`config.mk`:
```
export PLATFORM = sky130hd
export DESIGN_NAME = ex_alu_pipe
export DESIGN_NICKNAME = d
export VERILOG_FILES = /design/src/rtl/ex_alu_pipe.sv
export SDC_FILE = /design/constraint.sdc
export NUM_CORES = 1
export LEC_CHECK = 0
export ABC_CLOCK_PERIOD_IN_PS = 3980
export BUFFER_PORTS_ARGS = -buffer_cell sky130_fd_sc_hd__buf_2
export CAP_MARGIN = 20
export CORE_UTILIZATION = 50
export CTS_BUF_LIST = sky130_fd_sc_hd__clkbuf_4 sky130_fd_sc_hd__clkbuf_8 sky130_fd_sc_hd__clkbuf_16
export DETAILED_ROUTE_END_ITERATION = 10
export PLACE_DENSITY = 0.72
export SYNTH_ARGS = -nofsm -noshare
export SYNTH_HDL_FRONTEND = slang
export SYNTH_SLANG_ARGS = --single-unit
```
`constraint.sdc`:
```
create_clock -name clk -period 3.98 [get_ports clk]
set_input_delay 0.796 -clock clk [delete_from_list [all_inputs] [get_ports clk]]
set_output_delay 0.796 -clock clk [all_outputs]
set_load 0.01 [all_outputs]
```
`src/rtl/ex_alu_pipe.sv`:
```
// ---------------------------------------------------------------------------
// ex_alu_pipe
//   Handshaked execute stage sitting between decode and writeback. Accepts a
//   decoded op (operands + ALU opcode), computes the result, and holds it in a
//   single registered output slot together with the destination register and
//   a write enable. A persistent NZCV flag register is updated when an op that
//   asks for it lands in the slot. Opcode 3'b111 is an iterative shift-add
//   multiplier (one partial product per cycle) when MUL_EN=1, or a NOP when
//   MUL_EN=0, in which case no multiplier datapath is generated.
//
// Ports
//   clk, rst              rising-edge clock, asynchronous active-high reset
//   in_valid / in_ready   op handshake from decode
//   alu_oc                000 NOP 001 ADD 010 SUB 011 AND 100 OR 101 XOR
//                         110 NOT 111 MUL
//   use_imm               operand B = immediate (1) or op_2 (0)
//   set_flags             update the flag register with this op
//   dest_reg              destination register address
//   op_1, op_2, immediate operand A, register operand B, immediate operand B
//   out_valid / out_ready result-slot handshake to writeback
//   out_result, out_dest  slot contents
//   out_wr_en             1 for every op except NOP
//   flags                 {N,Z,C,V}
//   dbg_state             current FSM state (IDLE=0, MUL=1, WAIT=2)
//
// Handshake semantics (both interfaces): a transfer happens at a rising edge
// where valid && ready are both high. A producer holding valid keeps its
// payload stable until the transfer; ready may depend combinationally on the
// consumer side (in_ready looks at out_ready) but never on in_valid.
// ---------------------------------------------------------------------------
module ex_alu_pipe #(
  parameter int DATA_W = 16,
  parameter int REG_W  = 3,
  parameter bit MUL_EN = 1'b1
) (
  input  logic              clk,
  input  logic              rst,
  input  logic              in_valid,
  output logic              in_ready,
  input  logic [2:0]        alu_oc,
  input  logic              use_imm,
  input  logic              set_flags,
  input  logic [REG_W-1:0]  dest_reg,
  input  logic [DATA_W-1:0] op_1,
  input  logic [DATA_W-1:0] op_2,
  input  logic [DATA_W-1:0] immediate,
  output logic              out_valid,
  input  logic              out_ready,
  output logic [DATA_W-1:0] out_result,
  output logic [REG_W-1:0]  out_dest,
  output logic              out_wr_en,
  output logic [3:0]        flags,
  output logic [1:0]        dbg_state
);

  localparam logic [1:0] S_IDLE = 2'd0;
  localparam logic [1:0] S_MUL  = 2'd1;
  localparam logic [1:0] S_WAIT = 2'd2;

  localparam logic [2:0] OC_NOP = 3'b000;
  localparam logic [2:0] OC_ADD = 3'b001;
  localparam logic [2:0] OC_SUB = 3'b010;
  localparam logic [2:0] OC_AND = 3'b011;
  localparam logic [2:0] OC_OR  = 3'b100;
  localparam logic [2:0] OC_XOR = 3'b101;
  localparam logic [2:0] OC_NOT = 3'b110;
  localparam logic [2:0] OC_MUL = 3'b111;

  localparam int MSB   = DATA_W - 1;
  localparam int CNT_W = $clog2(DATA_W + 1);
  localparam logic [CNT_W-1:0] CNT_LAST = CNT_W'(DATA_W - 1);

  // Registers
  logic [1:0]        r_state;
  logic [CNT_W-1:0]  r_cnt;
  logic              r_out_valid;
  logic [DATA_W-1:0] r_out_result;
  logic [REG_W-1:0]  r_out_dest;
  logic              r_out_wr_en;
  logic [3:0]        r_flags;
  logic [REG_W-1:0]  r_mul_dest;
  logic              r_mul_setf;

  // Wires
  logic              w_slot_free;
  logic              w_accept;
  logic              w_is_mul;
  logic              w_is_nop;
  logic [DATA_W-1:0] w_b;
  logic [DATA_W:0]   w_sum;
  logic [DATA_W:0]   w_diff;
  logic [DATA_W-1:0] w_alu_res;
  logic              w_alu_c;
  logic              w_alu_v;
  logic [2*DATA_W-1:0] w_product;
  logic              w_wr;
  logic [DATA_W-1:0] w_wr_res;
  logic [REG_W-1:0]  w_wr_dest;
  logic              w_wr_en;
  logic              w_wr_upd;
  logic              w_wr_c;
  logic              w_wr_v;
  logic [3:0]        w_wr_flags;

  // The slot can take a new result if it is empty or is being drained at
  // this same edge.
  assign w_slot_free = !r_out_valid || out_ready;
  assign in_ready    = (r_state == S_IDLE) && w_slot_free;
  assign w_accept    = in_valid && in_ready;

  // With the multiplier disabled, 3'b111 decodes exactly like NOP.
  assign w_is_mul = MUL_EN && (alu_oc == OC_MUL);
  assign w_is_nop = (alu_oc == OC_NOP) || (!MUL_EN && (alu_oc == OC_MUL));

  assign w_b    = use_imm ? immediate : op_2;
  assign w_sum  = {1'b0, op_1} + {1'b0, w_b};
  // Bit DATA_W of the widened difference is the borrow.
  assign w_diff = {1'b0, op_1} - {1'b0, w_b};

  // Single-cycle ALU
  always_comb begin
    w_alu_res = '0;
    w_alu_c   = 1'b0;
    w_alu_v   = 1'b0;
    case (alu_oc)
      OC_ADD: begin
        w_alu_res = w_sum[MSB:0];
        w_alu_c   = w_sum[DATA_W];
        // Overflow: operands share a sign and the result sign differs.
        w_alu_v   = (op_1[MSB] == w_b[MSB]) && (w_sum[MSB] != op_1[MSB]);
      end
      OC_SUB: begin
        w_alu_res = w_diff[MSB:0];
        w_alu_c   = ~w_diff[DATA_W];
        // Overflow: operand signs differ and the result sign differs from A.
        w_alu_v   = (op_1[MSB] != w_b[MSB]) && (w_diff[MSB] != op_1[MSB]);
      end
      OC_AND: w_alu_res = op_1 & w_b;
      OC_OR:  w_alu_res = op_1 | w_b;
      OC_XOR: w_alu_res = op_1 ^ w_b;
      OC_NOT: w_alu_res = ~op_1;
      default: w_alu_res = '0;
    endcase
  end

  // Iterative multiplier: accumulator and multiplicand are double width so
  // the upper product half is available for the carry flag.
  generate
    if (MUL_EN) begin : g_mul
      logic [2*DATA_W-1:0] r_acc;
      logic [2*DATA_W-1:0] r_mcand;
      logic [DATA_W-1:0]   r_mplier;

      always_ff @(posedge clk or posedge rst) begin
        if (rst) begin
          r_acc    <= '0;
          r_mcand  <= '0;
          r_mplier <= '0;
        end else if (w_accept && w_is_mul) begin
          // Every MUL starts from a cleared accumulator.
          r_acc    <= '0;
          r_mcand  <= {{DATA_W{1'b0}}, op_1};
          r_mplier <= w_b;
        end else if (r_state == S_MUL) begin
          if (r_mplier[0]) begin
            r_acc <= r_acc + r_mcand;
          end
          r_mcand  <= r_mcand << 1;
          r_mplier <= r_mplier >> 1;
        end
      end

      assign w_product = r_acc;
    end else begin : g_no_mul
      assign w_product = '0;
    end
  endgenerate

  // Slot write source: a finished product in WAIT, or a non-MUL op accepted
  // in IDLE. The two cannot coincide because in_ready is low outside IDLE.
  always_comb begin
    w_wr      = 1'b0;
    w_wr_res  = '0;
    w_wr_dest = '0;
    w_wr_en   = 1'b0;
    w_wr_upd  = 1'b0;
    w_wr_c    = 1'b0;
    w_wr_v    = 1'b0;
    if ((r_state == S_WAIT) && w_slot_free) begin
      w_wr      = 1'b1;
      w_wr_res  = w_product[MSB:0];
      w_wr_dest = r_mul_dest;
      w_wr_en   = 1'b1;
      w_wr_upd  = r_mul_setf;
      w_wr_c    = |w_product[2*DATA_W-1:DATA_W];
      w_wr_v    = 1'b0;
    end else if (w_accept && !w_is_mul) begin
      w_wr      = 1'b1;
      w_wr_res  = w_alu_res;
      w_wr_dest = dest_reg;
      w_wr_en   = !w_is_nop;
      w_wr_upd  = set_flags && !w_is_nop;
      w_wr_c    = w_alu_c;
      w_wr_v    = w_alu_v;
    end
  end

  assign w_wr_flags = {w_wr_res[MSB], (w_wr_res == '0), w_wr_c, w_wr_v};

  // Output slot and flag register
  always_ff @(posedge clk or posedge rst) begin
    if (rst) begin
      r_out_valid  <= 1'b0;
      r_out_result <= '0;
      r_out_dest   <= '0;
      r_out_wr_en  <= 1'b0;
      r_flags      <= 4'b0000;
    end else begin
      if (w_wr) begin
        // A write while the old contents drain replaces the slot in place.
        r_out_valid  <= 1'b1;
        r_out_result <= w_wr_res;
        r_out_dest   <= w_wr_dest;
        r_out_wr_en  <= w_wr_en;
      end else if (out_ready) begin
        r_out_valid <= 1'b0;
      end
      if (w_wr && w_wr_upd) begin
        r_flags <= w_wr_flags;
      end
    end
  end

  // Control FSM; op attributes that must travel with a MUL are captured here.
  always_ff @(posedge clk or posedge rst) begin
    if (rst) begin
      r_state    <= S_IDLE;
      r_cnt      <= '0;
      r_mul_dest <= '0;
      r_mul_setf <= 1'b0;
    end else begin
      case (r_state)
        S_IDLE: begin
          if (w_accept && w_is_mul) begin
            r_state    <= S_MUL;
            r_cnt      <= '0;
            r_mul_dest <= dest_reg;
            r_mul_setf <= set_flags;
          end
        end
        S_MUL: begin
          // DATA_W iterations: counts 0 .. DATA_W-1, then wraps to 0.
          if (r_cnt == CNT_LAST) begin
            r_cnt   <= '0;
            r_state <= S_WAIT;
          end else begin
            r_cnt <= r_cnt + CNT_W'(1);
          end
        end
        S_WAIT: begin
          if (w_slot_free) begin
            r_state <= S_IDLE;
          end
        end
        default: r_state <= S_IDLE;
      endcase
    end
  end

  assign out_valid  = r_out_valid;
  assign out_result = r_out_result;
  assign out_dest   = r_out_dest;
  assign out_wr_en  = r_out_wr_en;
  assign flags      = r_flags;
  assign dbg_state  = r_state;

endmodule

```
==> impl_metrics.ini <==
[cells_and_area]
final_nets = 1380
finalInstanceArea_mm2 = 0.01094
antenna_cells = 0
fin_cells = 1466
drive_gt1_share_pct = 16.98
area_delta_synth_final_pct = 16.68
nFillCells = 1648

[route]
drtAntennaViolNets = 0
drtIter0Drc = 826
dr.pass1.iters = 9
via_count = 8960
wirelength_um = 28730
viasPerCell = 6.112
drt-wirelength-per-cell_um = 19.60
drc_errors = 9

[sta]
hold_viol = 0
maxSlewHeadroom_pct = 30.62
slew_violations = 0
fmax_ghz = 0.2669
rsz0062_at_grt = no
fin_worst_skew_ns = 0.01095
worst_slew_pin_slew_ns = 1.039
setup_viol = 0
period_minus_slack_ns = 3.746
post-route-period-util_pct = 94.13

[yosys]
yosysMostFrequentCell = nand2_1
syn_area_per_cell_um2 = 8.401
ys_seq_area_share_pct = 30.96
yosys_warnings = 0
yosys.area.top_type = dfrtp_1
syn_area_mm2 = 0.009375
ys_top_cells_by_count = nand2_1, dfrtp_1, ha_1
synth_cell_type_count = 76
synth_top_area_share_pct = 30.96
ys_seq_elements = 116
syn_inst = 1116
synth_ff_type = dfrtp_1
ys_top_cells_by_area = dfrtp_1, ha_1, nand2_1
synthArstFlopShare_pct = 100.0
synth-edff-count = 0
synthesis.nets = 1272

[placement]
dpl.hpwl_um = 20950
gp_congestion = 0.9929
port_buffers = 87
dp_cells = 1434
placed_area_mm2 = 0.01035

[clock_network]
h-tree-depth = 4
post_cts_resized = 0
clockRootBuffer = clkbuf_16
path_clk_slew_ns = 0.06
postCtsSetupBuffers = 0
clock_sinks = 116
postCtsHoldBufs = 0
numCtsBuffers = 17
cts_tree = done
cts_max_path_buffers = 2
clock_latency_ns = 0.43

[pwr]
p_int_mw = 3.950
clockPowerShare_pct = 22.4
power_frac_comb_pct = 47.6
p_total_mw = 7.007
power_per_cell_area_mw_per_mm2 = 640.5
p_seq_share_pct = 30.0
vdd_drop_max_mv = 0.3959
swShare_pct = 43.63
leakage_nw = 5.390
p_switching_mw = 3.057

[floorplan]
die_x_um = 138.9
ios = 88
core-area_mm2 = 0.01815
initial_utilization_pct = 51.66
row_count = 49
fp.dieH_um = 138.9
dieArea_mm2 = 0.01930

[global_routing]
grt_overflow = 0
antenna_found_initial = 0
grt_pass1_vias = 8714
grt.total_usage_pct = 30.69
grt_max_degree = 60
grt_pass1_wl_um = 46330

[outcome]
outcome = complete, but fails checks
violations = design-rule violations

[worst_setup_path]
required_ns = 4.32
critPathCaptureType = flip-flop
path_class = in2reg
crit_start = use_imm
rr_startpoint = g_mul.r_acc[0]$_DFFE_PP0P_
cp-start-kind = primary input
cp.arrival_ns = 4.09
worstPathMaxFanout = 7

[flow_run]
cap_violations = 0

[worst_hold_path]
min-delay-start = out_result[2]$_DFFE_PP0P_
hold_path_class = reg2reg
[sequential cells by signal, indices dropped and copies added (netlist names), 2 cells and up]
register	cells
out_result	16
g_mul.r_mplier	16
dbg_state	2
r_mul_dest	3
flags	4
r_cnt	5
out_dest	3
g_mul.r_acc	32
g_mul.r_mcand	32
[layer usage]
layer  share of wire [%]  vias to the layer above  track usage [%]  wire (µm)
li1                    -                     4222                -          -
met1                  43                     4318            40.13      12410
met2                  46                      354            49.81      13300
met3                 6.8                       66            5.663       1952
met4                 3.7                        0            13.16       1073
met5                   0                        -                0          0
[power groups by stage]
stage,sequential (mW),combinational [mW],clock [mW]
finish,2.11,3.33,1.57
global route,2.16,3.71,1.63
CTS,2.09,3.31,1.59
detailed placement,2.11,3.28,0
global placement,2.10,3.21,0
floorplan,2.02,2.36,0
[layout by cell type, fill, tap and decap left out, types with 8 or more instances in the layout]
cell type,synthesis,layout
nand2_1,164,163
dfrtp_1,116,116
ha_1,93,93
buf_2,10,87
nor2_1,84,83
o21ai_0,76,76
a21oi_1,74,74
buf_4,5,58
inv_1,57,56
nand3_1,36,36
xnor2_1,29,29
mux2i_1,29,27
a21o_1,23,23
a31oi_1,22,22
xor2_1,21,21
a221o_1,19,19
a22oi_1,17,17
clkbuf_16,0,17
a211oi_1,14,14
nor3_1,12,12
nor2b_1,12,11
nand2b_1,11,11
a22o_1,9,9
o21bai_1,9,9
and2_1,8,8
nor4_1,8,8
[path summary, 6_finish.rpt]
| path | to | slack [ns] | cells after the start |
|---|---|---|---|
| max | flags[2]$_DFFE_PP0P_ | 0.23 | 16 |
| min | out_result[2]$_DFFE_PP0P_ | 0.47 | 2 |
| max reg2reg | g_mul.r_acc[28]$_DFFE_PP0P_ | 0.89 | 13 |
| min reg2reg | out_result[2]$_DFFE_PP0P_ | 0.47 | 2 |
| max in group asynchronous | g_mul.r_mcand[1]$_DFFE_PP0P_ | 2.64 | 3 |
| min in group asynchronous | out_result[11]$_DFFE_PP0P_ | 0.51 | 2 |
[kinds of logic after synthesis]
family / Yosys count / share of synthesized area (%)
and+or+nand+nor: 370 / 17.84
AOI/OAI and AO/OA: 339 / 25.40
buffers and inverters: 116 / 4.978
DFF: 116 / 30.96
adders and majority gates: 96 / 13.05
xor gates and xnor gates: 50 / 4.671
muxes: 29 / 3.096
[stage by stage]
step | setup WS (ns) | util, % | hold slack, ns | setup TNS (ns)
4_1_cts | 0.3856 | 60.28 | 0.4784 | 0
6_report | 0.2335 | 60.28 | 0.4744 | 0
3_5_place_dp | -0.009578 | 57.06 | 0.4633 | -0.009578
2_1_floorplan | 0.1116 | - | 0.4465 | 0
5_1_grt | 0.1247 | 60.28 | 0.5045 | 0
3_3_place_gp | 0.03220 | 57.06 | 0.4580 | 0
[critical path, stage by stage]
cell	delay [ns]
buf_2	0.22
mux2i_1	0.35
inv_1	0.12
ha_1	0.21
buf_4	0.15
a211oi_2	0.26
o41a_4	0.23
a21oi_4	0.08
and3b_1	0.19
o211a_1	0.21
a211oi_1	0.46
buf_4	0.21
nand4_1	0.13
nor4_2	0.22
nand4_1	0.14
o21ai_1	0.11
[cell type report]
type	count	area (µm²)	area share (%)
multi-input cells	884	6035	55.16
flip-flops and latches	116	2903	26.54
repair buffers	147	910.9	8.327
clock buffers	17	425.4	3.889
well taps	229	286.5	2.619
inverters	58	220.2	2.013
clock inverters	15	158.9	1.453
Note: power is estimated with default switching activity, not from simulation.
